`src/rtl/pipelined_logic_unit_pkg.sv`:
```
// Shared types and the per-bit operation evaluator for the pipelined logic unit.
package pipelined_logic_unit_pkg;

  localparam int OP_W = 3;

  typedef enum logic [OP_W-1:0] {
    OP_AND   = 3'd0,
    OP_OR    = 3'd1,
    OP_XOR   = 3'd2,
    OP_NOR   = 3'd3,
    OP_NAND  = 3'd4,
    OP_XNOR  = 3'd5,
    OP_ANDN  = 3'd6,
    OP_PASSA = 3'd7
  } logic_op_t;

  // Control bits that travel alongside the result through every pipeline slot.
  typedef struct packed {
    logic valid;
    logic zero;
    logic negative;
  } stage_ctl_t;

  // Every op is bitwise, so evaluating one bit position is exact for any width.
  function automatic logic logic_eval(input logic a, input logic b, input logic_op_t op);
    logic r;
    case (op)
      OP_AND:   r = a & b;
      OP_OR:    r = a | b;
      OP_XOR:   r = a ^ b;
      OP_NOR:   r = ~(a | b);
      OP_NAND:  r = ~(a & b);
      OP_XNOR:  r = ~(a ^ b);
      OP_ANDN:  r = a & ~b;
      OP_PASSA: r = a;
      default:  r = a;
    endcase
    return r;
  endfunction

endpackage

```
`src/rtl/pipelined_logic_unit_if.sv`:
```
// Upstream operand handshake and downstream result handshake of the logic unit.
interface pipelined_logic_unit_if
  import pipelined_logic_unit_pkg::*;
#(
  parameter int WIDTH = 64
) ();

  logic             in_valid;
  logic             in_ready;
  logic [WIDTH-1:0] a;
  logic [WIDTH-1:0] b;
  logic_op_t        op;
  logic             out_valid;
  logic             out_ready;
  logic [WIDTH-1:0] result;
  logic             zero;
  logic             negative;

  modport master (
    output in_valid, a, b, op, out_ready,
    input  in_ready, out_valid, result, zero, negative
  );

  modport slave (
    input  in_valid, a, b, op, out_ready,
    output in_ready, out_valid, result, zero, negative
  );

endinterface

```
`src/rtl/pipelined_logic_unit_stage.sv`:
```
// One pipeline slot: valid, result and flags, loaded when the pipe advances.
module pipelined_logic_unit_stage
  import pipelined_logic_unit_pkg::*;
#(
  parameter int WIDTH = 64
) (
  input  logic             clk,
  input  logic             reset_n,
  input  logic             i_en,
  input  stage_ctl_t       i_ctl,
  input  logic [WIDTH-1:0] i_result,
  output stage_ctl_t       o_ctl,
  output logic [WIDTH-1:0] o_result
);

  stage_ctl_t       r_ctl;
  logic [WIDTH-1:0] r_result;

  always_ff @(posedge clk or negedge reset_n) begin
    if (!reset_n) begin
      r_ctl    <= '0;
      r_result <= '0;
    end else if (i_en) begin
      r_ctl    <= i_ctl;
      r_result <= i_result;
    end
  end

  assign o_ctl    = r_ctl;
  assign o_result = r_result;

endmodule

```
`src/rtl/pipelined_logic_unit.sv`:
```
// Pipelined bitwise logic unit: op and flags evaluated on input, then carried
// through STAGES slots that all advance together or all hold.
module pipelined_logic_unit
  import pipelined_logic_unit_pkg::*;
#(
  parameter int WIDTH  = 64,
  parameter int STAGES = 2
) (
  input logic                   clk,
  input logic                   reset_n,
  pipelined_logic_unit_if.slave bus
);

  logic             w_advance;
  logic [WIDTH-1:0] w_eval;
  stage_ctl_t       w_ctl_s0;
  stage_ctl_t       w_ctl_out [STAGES];
  logic [WIDTH-1:0] w_res_out [STAGES];

  for (genvar gi = 0; gi < WIDTH; gi++) begin : g_bit
    assign w_eval[gi] = logic_eval(bus.a[gi], bus.b[gi], bus.op);
  end

  // Whole pipe moves only when the output slot is empty or being drained.
  assign w_advance = !w_ctl_out[STAGES-1].valid || bus.out_ready;
  assign w_ctl_s0  = '{valid: bus.in_valid && w_advance, zero: ~|w_eval, negative: w_eval[WIDTH-1]};

  for (genvar gi = 0; gi < STAGES; gi++) begin : g_stage
    stage_ctl_t       w_ctl_in;
    logic [WIDTH-1:0] w_res_in;

    if (gi == 0) begin : g_first
      assign w_ctl_in = w_ctl_s0;
      assign w_res_in = w_eval;
    end else begin : g_next
      assign w_ctl_in = w_ctl_out[gi-1];
      assign w_res_in = w_res_out[gi-1];
    end

    pipelined_logic_unit_stage #(.WIDTH(WIDTH)) u_stage (
      .clk      (clk),
      .reset_n  (reset_n),
      .i_en     (w_advance),
      .i_ctl    (w_ctl_in),
      .i_result (w_res_in),
      .o_ctl    (w_ctl_out[gi]),
      .o_result (w_res_out[gi])
    );
  end

  assign bus.in_ready  = w_advance;
  assign bus.out_valid = w_ctl_out[STAGES-1].valid;
  assign bus.result    = w_res_out[STAGES-1];
  assign bus.zero      = w_ctl_out[STAGES-1].zero;
  assign bus.negative  = w_ctl_out[STAGES-1].negative;

endmodule
```
`src/flat_wrapper.sv`:
```
// flat-port wrapper written by rule: the top's interface ports become plain ports
module pipelined_logic_unit_flat import pipelined_logic_unit_pkg::*;
#(
  parameter int WIDTH  = 64,
  parameter int STAGES = 2
)
  (clk, reset_n, bus_in_valid, bus_a, bus_b, bus_op, bus_out_ready, bus_in_ready, bus_out_valid, bus_result, bus_zero, bus_negative);
  pipelined_logic_unit_if #(.WIDTH(WIDTH)) bus_i ();
  input logic clk;
  input logic reset_n;
  input wire logic [$bits(bus_i.in_valid)-1:0] bus_in_valid;
  input wire logic [$bits(bus_i.a)-1:0] bus_a;
  input wire logic [$bits(bus_i.b)-1:0] bus_b;
  input wire logic [$bits(bus_i.op)-1:0] bus_op;
  input wire logic [$bits(bus_i.out_ready)-1:0] bus_out_ready;
  output wire logic [$bits(bus_i.in_ready)-1:0] bus_in_ready;
  output wire logic [$bits(bus_i.out_valid)-1:0] bus_out_valid;
  output wire logic [$bits(bus_i.result)-1:0] bus_result;
  output wire logic [$bits(bus_i.zero)-1:0] bus_zero;
  output wire logic [$bits(bus_i.negative)-1:0] bus_negative;
  assign bus_i.in_valid = bus_in_valid;
  assign bus_i.a = bus_a;
  assign bus_i.b = bus_b;
  assign bus_i.op = bus_op;
  assign bus_i.out_ready = bus_out_ready;
  assign bus_in_ready = bus_i.in_ready;
  assign bus_out_valid = bus_i.out_valid;
  assign bus_result = bus_i.result;
  assign bus_zero = bus_i.zero;
  assign bus_negative = bus_i.negative;
  pipelined_logic_unit #(.WIDTH(WIDTH), .STAGES(STAGES)) u_core (.clk(clk), .reset_n(reset_n), .bus(bus_i));
endmodule
```
`config.mk`:
```
export PLATFORM = sky130hd
export DESIGN_NAME = pipelined_logic_unit_flat
export DESIGN_NICKNAME = d
export VERILOG_FILES = /design/src/rtl/pipelined_logic_unit_pkg.sv /design/src/rtl/pipelined_logic_unit_if.sv /design/src/rtl/pipelined_logic_unit_stage.sv /design/src/rtl/pipelined_logic_unit.sv /design/src/flat_wrapper.sv
export SDC_FILE = /design/constraint.sdc
export NUM_CORES = 1
export LEC_CHECK = 0
export CAP_MARGIN = 20
export CORE_ASPECT_RATIO = 1.4
export CORE_MARGIN = 1
export CORE_UTILIZATION = 56
export CTS_CLUSTER_SIZE = 8
export DETAILED_ROUTE_END_ITERATION = 6
export PLACE_DENSITY_LB_ADDON = 0.1
export SLEW_MARGIN = 15
export SYNTH_ARGS = -nofsm -noshare
export SYNTH_HDL_FRONTEND = slang
export SYNTH_SLANG_ARGS = --single-unit
```
`constraint.sdc`:
```
create_clock -name clk -period 1.98 [get_ports clk]
set_input_delay 0.396 -clock clk [delete_from_list [all_inputs] [get_ports clk]]
set_output_delay 0.396 -clock clk [all_outputs]
set_load 0.05 [all_outputs]
```
==> run metrics, run 1 <==
status finished, violations left; violated checks DRC, setup timing; die area 22850 µm²; post-synth top area share 26.52%; Reg clk slew, reported paths 0.05 ns; GRT Util Overall 39.65%; First-pass DRT Iterations 7; Final nets 2322; vias in the first global route 13600; Post-synth ARST share 100.0%; main flop type after synthesis dfrtp_1; DP Cell Count 2197; critical path startpoint category input port; final worst slack -0.5181 ns; Post-Syn Nets 1774; CTS tree yes; Port Buf Inserts 202; post-synthesis sequential area ratio 26.52%; Slew Limit Fails 0; Die Y 178.4 µm; Max H-tree Level 4; Clock Sinks 132; Slew @ Worst Pin 0.5122 ns; Slew headroom 65.80%; Mapped Cells 1447; initial antenna violation count 4; post-DR wirelength/cell 21.38 µm; fmax 0.4003 GHz; Clock Skew 0.01438 ns; Non-Filler Instances 2301; RD Place Congestion 0.9375; routed wire length 49200 µm; pwr/cell area 685.1 nW/µm²; #FFs+latches synth 132; Fin. Hold Viols 0; first-pass GRT wire length 69790 µm; final total power 13300 µW; RSZ-0062 raised after global routing true; worst path required time 2.33 ns; vias 13890; Synth area leaders dfrtp_1, ha_1, nand2_1; Final Cycle Share 126.2%; Initial Util 56.97%; synthesized cell area 12450 µm²; top cell type by total area after synthesis dfrtp_1; row count 64; Clock Path Buffers 3; Pleak 0.009780 µW; Via density 6.036; clk_lat worst skew 0.45 ns; Num CTS Buffers 25; EDFF count, synth 0; DIE WIDTH 128.0 µm; CP Capture Type register; Overflow after GRT 0; Initial DRC Count 1397; Yosys warning count 0; share of layout cells above drive strength 1 38.33%; Max rail drop VDD 0.7321 mV; worst hold path class in -> async; Root Buffer clkbuf_16; syn avg cell area 8.606 µm²; Yosys cell types 74; I/O pin count 203; Max-cap violations 0; post-route ant nets 0; Reg2Reg Setup Slack -0.21 ns; crit path max fanout 3; drc violations 1; final setup violation count 5; hpwl dp 29700 µm; Crit Path Category in -> reg; crit path DAT 2.85 ns; Area Overhead vs Synth 55.92%; fillers 1040; largest net degree at the start of global routing 99; Tmin final 2.498 ns; core area 21860 µm²
[final timing paths]
path                                                                    start  cells after the start                                                  to
max in group asynchronous                                             reset_n                      3  u_core.g_stage[0].u_stage.o_result[11]$_DFFE_PN0N_
min in group clk           u_core.g_stage[1].u_stage.o_result[13]$_DFFE_PN0N_                      2  u_core.g_stage[1].u_stage.o_result[13]$_DFFE_PN0N_
min reg2reg                u_core.g_stage[1].u_stage.o_result[13]$_DFFE_PN0N_                      2  u_core.g_stage[1].u_stage.o_result[13]$_DFFE_PN0N_
min                                                                   reset_n                      2  u_core.g_stage[1].u_stage.o_result[36]$_DFFE_PN0N_
max                                                                 bus_a[15]                     10      u_core.g_stage[0].u_stage.o_ctl[1]$_DFFE_PN0N_
max reg2reg                    u_core.g_stage[1].u_stage.o_ctl[2]$_DFFE_PN0N_                      9      u_core.g_stage[0].u_stage.o_ctl[1]$_DFFE_PN0N_
[layout by cell type, fill, tap and decap left out, types with 8 or more instances in the layout]
master           Yosys  routed
inv_2                1      50
buf_4               14     411
mux2i_1             66      63
and2_1               9       8
nor2_1              91      90
nor2b_1             20      15
dfrtp_1            132     132
a211oi_1            16       8
nand2b_1            11       8
xor2_1              20      18
dlygate4sd2_1        0      89
ha_4                 0      39
mux2_2              19      18
o221ai_2             0       8
o22ai_2              0      12
ha_2                 0      11
o21ai_0             46      38
o22ai_1             30      18
inv_1              134      82
xnor2_1             15      14
buf_2               29      11
o32ai_1             15      13
ha_1               192     142
clkdlybuf4s50_1      0      31
buf_12               0      21
clkdlybuf4s15_1      0      14
a21oi_1             44      39
clkbuf_16            0      25
nand2_1            300     298
mux4_2              17      17
a211oi_2             0       8
buf_6               18      24
[layer usage]
metal	global-route usage [%]	wire length [µm]
met5	0	0
met4	26.62	4239
met3	5.279	4237
met2	68.89	23760
met1	45.28	16970
[cells in the mapped netlist, types with 4 or more instances]
cell	count
a211o_1	4
a211oi_1	16
a21oi_1	44
a221o_1	6
a221oi_1	10
a22oi_1	6
a2bb2oi_1	8
a31oi_1	4
a32oi_1	6
and2_1	9
and3_1	7
buf_2	29
buf_4	14
buf_6	18
buf_8	5
clkbuf_1	32
dfrtp_1	132
ha_1	192
inv_1	134
mux2_2	19
mux2i_1	66
mux4_2	17
nand2_1	300
nand2b_1	11
nand3_1	4
nand4_1	7
nor2_1	91
nor2b_1	20
nor3_1	8
nor3b_1	4
nor4_1	4
o211ai_1	7
o21a_1	4
o21ai_0	46
o221a_2	5
o221ai_1	15
o22ai_1	30
o2bb2ai_1	12
o32ai_1	15
xnor2_1	15
xor2_1	20
[registers in the layout, summed over array words and instances, names as in the netlist]
name and flops:
u_core.g_stage.u_stage.o_ctl 6, u_core.g_stage.u_stage.o_result 126
[cells by family (layout without fill, tap and decap cells)]
logic type | Yosys count | after routing | share of synthesized area, %
flops | 132 | 132 | 26.52
other cells | 0 | 3 | 0
simple gates | 487 | 487 | 16.81
fa+ha+maj | 192 | 192 | 19.29
mux | 105 | 105 | 10.37
xor+xnor | 35 | 35 | 2.462
compound gates | 260 | 260 | 15.14
buf+inv | 236 | 790 | 9.404
[worst max-delay path, cell delays in order]
cell and delay (ns):
buf_8 0.10, buf_6 0.13, ha_4 0.19, mux4_2 0.57, mux2i_2 0.26, nand4_1 0.22, nor4b_2 0.36, buf_4 0.16
nand4_1 0.18, o31ai_2 0.27
[area by class of cell]
type                       instances  area (µm²)  area share (%)
clock inverter                     2       35.03          0.1804
multi-input combinational       1079        9165           47.20
antenna                            3       7.507         0.03866
clock buffer                      31       678.2           3.492
tap                              297       371.6           1.914
inverter                         136       521.8           2.687
timing repair buffer             621        5335           27.48
sequential                       132        3303           17.01
[timing repair]
| action | CTS | global route |
|---|---|---|
| endpoints found under the setup margin | 49 | 16 |
| resized for setup | 415 | 79 |
| pin swaps | 116 | 30 |
| endpoints found under the hold margin | 33 | 0 |
| setup buffers | 58 | 8 |
| hold buffers | 1 | 0 |
| cloned | 2 | 0 |
[through the flow]
step / utilization, % / setup TNS (ns) / hold WS, ns / setup slack, ns / cell area (µm²)
after floorplan: - / -0.2039 / 0.1004 / -0.2039 / 12470
after global placement: 77.26 / -21.40 / 0.3144 / -1.128 / 16890
after detailed placement: 77.26 / -24.89 / 0.3152 / -1.193 / 16890
after CTS: 87.33 / -0.1261 / 0.4170 / -0.09352 / 19090
after global routing: 88.81 / -0.8419 / 0.4455 / -0.4892 / 19410
final: 88.82 / -0.6167 / 0.4118 / -0.5181 / 19420
[report_power, final]
part	internal [µW]	switching [µW]	total [µW]
sequential	3270	359	3630
clock	2490	1210	3700
combinational	2430	3550	5970
total	8190	5120	13300
Power figures use the tool's default switching activity.
==> inputs of run 2 (changes only) <==
==> constraint.sdc (replaced) <==
create_clock -name clk -period 1.98 [get_ports clk]
set_input_delay 0.396 -clock clk [delete_from_list [all_inputs] [get_ports clk]]
set_output_delay 0.396 -clock clk [all_outputs]
set_load 0.01 [all_outputs]
==> run 2 against run 1 <==
Against the previous run:
- the flow finishes with violations (setup timing)
- non-clock buffer count shrank 7
- global-route usage down 3.9 points
- first-iteration DRC count rose by 11%
- total power is 7.5% lower
- via count increased by 1.5%
- sequential share of layout area down 0.12 points
- clock skew up 0.0038 ns
- cell count decreased by 0.35%
- critical path depth unchanged
==> run metrics, run 2 (synthesis gave the netlist of run 1 again) <==
vias in the first global route 13000 (was 13600); wire length on met3 4302 µm (was 4237 µm); hpwl dp 29050 µm (was 29700 µm); Final Cycle Share 120.7% (was 126.2%); Max-cap violations 0 (unchanged); WL met1 17830 µm (was 16970 µm); Max H-tree Level 4 (unchanged); Initial DRC Count 1550 (was 1397); die area 22850 µm² (unchanged); critical path startpoint category input port (unchanged); Root Buffer clkbuf_16 (unchanged); Num CTS Buffers 25 (unchanged); RR Endpoint u_core.g_stage[0].u_stage.o_ctl[1]$_DFFE_PN0N_ (unchanged); part of the power in the clock network 28.8% (was 27.8%); Reg2Reg Setup Slack -0.04 ns (was -0.21 ns); drc violations 0 (was 1); top layer in use met5 (was met4); Hold Crit Start u_core.g_stage[1].u_stage.o_result[55]$_DFFE_PN0N_; vias 14100 (was 13890); Final nets 2315 (was 2322); post-DR wirelength/cell 21.88 µm (was 21.38 µm); final setup violation count 7 (was 5); switching share of power 33.31% (was 38.46%); status finished, violations left (unchanged); setup TNS -0.6444 ns (was -0.6167 ns); Port Buf Inserts 202 (unchanged); I/O pin count 203 (unchanged); most frequent cells in the layout buf_4, nand2_1, ha_1 (unchanged); hold depth 2; Area Overhead vs Synth 57.02% (was 55.92%); Comb power frac 41.7% (was 44.9%); CTS tree yes (unchanged); pwr/cell area 629.3 nW/µm² (was 685.1 nW/µm²); sequential share of power 29.5% (was 27.3%); GRT Util Overall 35.71% (was 39.65%); Max rail drop VDD 0.6522 mV (was 0.7321 mV); Psw 4099 µW (was 5116 µW); Fin. Hold Viols 0 (unchanged); share of layout cells above drive strength 1 36.88% (was 38.33%); Clock Path Buffers 3 (unchanged); crit path DAT 2.75 ns (was 2.85 ns); worst r2r src u_core.g_stage[1].u_stage.o_ctl[2]$_DFFE_PN0N_ (unchanged); Die Y 178.4 µm (unchanged); violated checks setup timing (was DRC, setup timing); Pleak 0.009803 µW (was 0.009780 µW); clk_lat worst skew 0.46 ns (was 0.45 ns); Slew @ Worst Pin 0.6553 ns (was 0.5122 ns); row count 64 (unchanged); final total power 12310 µW (was 13300 µW); worst path required time 2.34 ns (was 2.33 ns); Overflow after GRT 0 (unchanged); first-pass GRT wire length 63790 µm (was 69790 µm); Clock Sinks 132 (unchanged); Slew Limit Fails 0 (unchanged); initial antenna violation count 3 (was 4); Tmin final 2.390 ns (was 2.498 ns); routed wire length 50170 µm (was 49200 µm); Reg2Reg Depth 9 (unchanged); DR WL met2 24170 µm (was 23760 µm); core area 21860 µm² (unchanged); worst hold path class reg -> reg (was in -> async); crit path max fanout 2 (was 3); fmax 0.4184 GHz (was 0.4003 GHz); CP Capture Type register (unchanged); Crit Path Category in -> reg (unchanged); max FFs per register 126 (unchanged); First-pass DRT Iterations 6 (was 7); Power Internal 8207 µW (was 8187 µW); Clock Skew 0.01820 ns (was 0.01438 ns); most common cell after layout, fill and taps aside buf_4 (unchanged); post-route ant nets 0 (unchanged); DIE WIDTH 128.0 µm (unchanged); Initial Util 56.97% (unchanged); largest net degree at the start of global routing 118 (was 99); Slew headroom 56.12% (was 65.80%); final worst slack -0.4103 ns (was -0.5181 ns); Worst Hold End u_core.g_stage[1].u_stage.o_result[55]$_DFFE_PN0N_; Reg clk slew, reported paths 0.04 ns (was 0.05 ns); RSZ-0062 raised after global routing true (unchanged); Via density 6.149 (was 6.036); RD Place Congestion 0.9048 (was 0.9375)
## run 2: power groups by stage
stage | clock [µW] | combinational, µW | sequential, µW
floorplan | 0 | 1860 | 3710
global placement | 0 | 4040 | 3600
detailed placement | 0 | 4170 | 3630
CTS | 3540 | 4530 | 3610
global route | 3670 | 5410 | 3680
finish | 3550 | 5130 | 3630
## run 2: worst max-delay path by stage
| stage | from | endpoint | depth (start not counted) |
|---|---|---|---|
| 2_1_floorplan | bus_op[1] | u_core.g_stage[0].u_stage.o_ctl[1]$_DFFE_PN0N_ | 10 |
| 3_3_place_gp | bus_a[2] | u_core.g_stage[0].u_stage.o_ctl[1]$_DFFE_PN0N_ | 10 |
| 3_5_place_dp | bus_a[2] | u_core.g_stage[0].u_stage.o_ctl[1]$_DFFE_PN0N_ | 10 |
| 4_1_cts | bus_a[37] | u_core.g_stage[0].u_stage.o_ctl[1]$_DFFE_PN0N_ | 10 |
| 5_1_grt | bus_b[42] | u_core.g_stage[0].u_stage.o_ctl[1]$_DFFE_PN0N_ | 10 |
| 6_report | bus_b[42] | u_core.g_stage[0].u_stage.o_ctl[1]$_DFFE_PN0N_ | 10 |
## run 2: final cells by class
class | instances | area, µm²
flip-flops and latches | 132 | 3303
clock inverters | 1 | 5.005
diodes | 3 | 7.507
repair buffers | 614 | 5376
clock buffers | 31 | 678.2
inverters | 136 | 531.8
fillers | 970 | 2307
multi-input cells | 1079 | 9280
well taps | 297 | 371.6
## run 2: per-layer routing
| metal | up-vias | global-route usage, % |
|---|---|---|
| met4 | 2 | 21.42 |
| met2 | 1043 | 61.84 |
| li1 | 6017 | - |
| met3 | 362 | 3.659 |
| met1 | 6676 | 42.66 |
| met5 | - | 0 |
## run 2: repair_timing
item | 4_1_cts | 5_1_grt
pin swaps | 90 | 82
endpoints found under the setup margin | 24 | 26
endpoints found under the hold margin | 54 | 0
gates cloned | 0 | 6
buffers inserted | 22 | 40
resized for setup | 250 | 204
hold buffers | 1 | 0
## run 2: critical path: stages
cell,delay (ns)
dlygate4sd2_1,0.34
inv_1,0.13
ha_1,0.34
mux2i_1,0.16
a22oi_1,0.13
o221ai_2,0.14
nand4_1,0.30
nor4b_4,0.37
nand4_1,0.22
o31ai_2,0.22
## run 2: per-stage QoR
step	setup WS (ns)	area (µm²)	utilization (%)	hold WS [ns]	cells
final	-0.4103	19550	89.45	0.4607	2293
after global routing	-0.3589	19550	89.45	0.4780	2293
after CTS	-0.1539	18530	84.78	0.4642	2245
after detailed placement	-1.150	16950	77.52	0.3978	2190
after global placement	-1.075	16950	77.52	0.3953	2190
after floorplan	-0.1415	12580	-	0.1004	1447
==> inputs of run 3 (changes only) <==
--- a/config.mk
+++ b/config.mk
@@ -5,9 +5,10 @@
 export SDC_FILE = /design/constraint.sdc
 export NUM_CORES = 1
 export LEC_CHECK = 0
+export ABC_CLOCK_PERIOD_IN_PS = 1980
 export CAP_MARGIN = 20
 export CORE_ASPECT_RATIO = 1.4
-export CORE_MARGIN = 1
+export CORE_MARGIN = 2
 export CORE_UTILIZATION = 56
 export CTS_CLUSTER_SIZE = 8
 export DETAILED_ROUTE_END_ITERATION = 6
==> run 3 against run 2 <==
Against the previous run:
- the run ends with DRC, setup timing left
- fmax rose by 3.2%
- worst hold slack got worse by 0.028 ns
- utilization fell by 1.5 points
- global-route usage fell by 1.4 points
- cell count fell by 1.6%
- die area rose by 2.7%
- register-to-register slack improved by 0.14 ns
- critical endpoint unchanged
- highest routed layer is now met4
==> run metrics, run 3 (synthesis gave the netlist of run 1 again) <==
status finished, violations left (unchanged); violated checks DRC, setup timing (was setup timing); fmax 0.4319 GHz (was 0.4184 GHz); die area 23460 µm² (was 22850 µm²); pwr/cell area 630.3 nW/µm² (was 629.3 nW/µm²); hpwl dp 28390 µm (was 29050 µm); Slew @ Worst Pin 0.8058 ns (was 0.6553 ns); Fin. Hold Viols 0 (unchanged); most common cell after layout, fill and taps aside buf_4 (unchanged); crit path DAT 2.69 ns (was 2.75 ns); Reg area 3303 µm² (unchanged); RD Place Congestion 0.9496 (was 0.9048); Crit Path Category in -> reg (unchanged); CP Capture Type register (unchanged); setup TNS -0.3384 ns (was -0.6444 ns); Max-cap violations 0 (unchanged); Reg clk slew, reported paths 0.05 ns (was 0.04 ns); Initial Util 56.97% (unchanged); post-place setup slack -1.232 ns (was -1.150 ns); initial antenna violation count 1 (was 3); row count 64 (unchanged); worst path required time 2.35 ns (was 2.34 ns); largest net degree at the start of global routing 115 (was 118); Slew headroom 46.28% (was 56.12%); Area Overhead vs Synth 54.45% (was 57.02%); I/O pin count 203 (unchanged); Overflow after GRT 0 (unchanged); Max rail drop VDD 0.5385 mV (was 0.6522 mV); vias 13950 (was 14100); worst hold path class in -> async (was reg -> reg); drc violations 3 (was 0); DIE WIDTH 130.0 µm (was 128.0 µm); Initial DRC Count 1563 (was 1550); critical path startpoint category input port (unchanged); final worst slack -0.3353 ns (was -0.4103 ns); RSZ-0062 raised after global routing true (unchanged); Clock Path Buffers 3 (unchanged); post-DR wirelength/cell 21.20 µm (was 21.88 µm); Die Y 180.4 µm (was 178.4 µm); most frequent cells in the layout buf_4, nand2_1, ha_1 (unchanged); Final nets 2281 (was 2315); clk_lat worst skew 0.46 ns (about the same); Slew Limit Fails 0 (unchanged); vias in the first global route 13270 (was 13000); fillers 1006 (was 970); Pleak 0.009682 µW (was 0.009803 µW); final total power 12120 µW (was 12310 µW); final setup violation count 2 (was 7); share of layout cells above drive strength 1 34.63% (was 36.88%); GRT Util Overall 34.26% (was 35.71%); Port Buf Inserts 202 (unchanged); First-pass DRT Iterations 7 (was 6); max FFs per register 126 (unchanged); Num CTS Buffers 25 (unchanged); crit path max fanout 2 (unchanged); CTS tree yes (unchanged); Root Buffer clkbuf_16 (unchanged); Tmin final 2.315 ns (was 2.390 ns); Clock Sinks 132 (unchanged); routed wire length 47820 µm (was 50170 µm); first-pass GRT wire length 64380 µm (was 63790 µm); post-route ant nets 0 (unchanged); core area 21860 µm² (unchanged); Via density 6.184 (was 6.149); Clock Skew 0.01349 ns (was 0.01820 ns); Max H-tree Level 4 (unchanged); footprint of the multi-input gates 9223 µm² (was 9280 µm²); Final Cycle Share 116.9% (was 120.7%)
-- run 3: cell count changes in the layout (fill, tap and decap cells not counted), moves of 3 or more --
cell             change
buf_6                -4
buf_4               -29
clkbuf_2             -9
dlymetal6s2s_1       +6
o21ai_0              +3
dlygate4sd2_1       +10
inv_2                -3
inv_1                +4
clkdlybuf4s15_1      -5
o32ai_1              +3
-- run 3: per-layer routing --
metal,GRT usage (%),share of wire (%),vias up
met5,0,0,-
met4,20.26,7.8,0
met3,3.949,8.0,320
met2,57.63,49,994
met1,41.62,36,6679
li1,-,-,5958
-- run 3: stage by stage --
step	std cells	hold WS [ns]	instance area, µm²	utilization, %
2_1_floorplan	1447	0.1004	12580	-
3_3_place_gp	2173	0.3488	16820	76.93
3_5_place_dp	2173	0.3484	16820	76.93
4_1_cts	2229	0.4487	18350	83.96
5_1_grt	2256	0.4758	19230	87.98
6_report	2256	0.4326	19230	87.98
-- run 3: where the power goes --
| group | internal [µW] | switching, µW | leakage, µW |
|---|---|---|---|
| logic | 2530 | 2470 | 0.00777 |
| registers | 3270 | 351 | 0.00157 |
| clock network | 2310 | 1190 | 0.000333 |
| total | 8110 | 4010 | 0.00968 |
-- run 3: cell type report --
class,instances,area share (%)
Clock buffer,29,3.435
Multi-Input combinational cell,1079,47.95
Tap cell,297,1.932
Clock inverter,2,0.05204
Sequential cell,132,17.17
Timing Repair Buffer,580,26.70
Inverter,136,2.745
Antenna cell,1,0.01301
-- run 3: final timing paths --
check                                                                    from                                            endpoint  slack [ns]  depth (start not counted)
setup / recovery                                                    bus_a[39]      u_core.g_stage[0].u_stage.o_ctl[1]$_DFFE_PN0N_       -0.34                         10
hold / removal                                                        reset_n  u_core.g_stage[1].u_stage.o_result[30]$_DFFE_PN0N_        0.43                          2
setup reg to reg               u_core.g_stage[1].u_stage.o_ctl[2]$_DFFE_PN0N_      u_core.g_stage[0].u_stage.o_ctl[1]$_DFFE_PN0N_        0.10                          9
hold reg to reg            u_core.g_stage[1].u_stage.o_result[43]$_DFFE_PN0N_  u_core.g_stage[1].u_stage.o_result[43]$_DFFE_PN0N_        0.46                          2
max in group asynchronous                                             reset_n  u_core.g_stage[1].u_stage.o_result[57]$_DFFE_PN0N_        0.91                          3
min in group clk           u_core.g_stage[1].u_stage.o_result[43]$_DFFE_PN0N_  u_core.g_stage[1].u_stage.o_result[43]$_DFFE_PN0N_        0.46                          2
-- run 3: repair_timing --
action | in CTS | in global routing
endpoints found under the hold margin | 42 | 0
endpoints found under the setup margin | 16 | 13
setup buffers | 23 | 22
hold buffers | 1 | 0
cloned | 1 | 4
pin swaps | 89 | 69
gates resized for setup | 215 | 192
-- run 3: critical path, cell delays in order --
cell	delay (ns)
dlygate4sd2_1	0.23
inv_1	0.06
ha_2	0.19
mux2_4	0.28
a221oi_2	0.28
o221ai_2	0.26
a2111oi_4	0.37
and4_1	0.26
nand4_1	0.14
o31ai_2	0.20
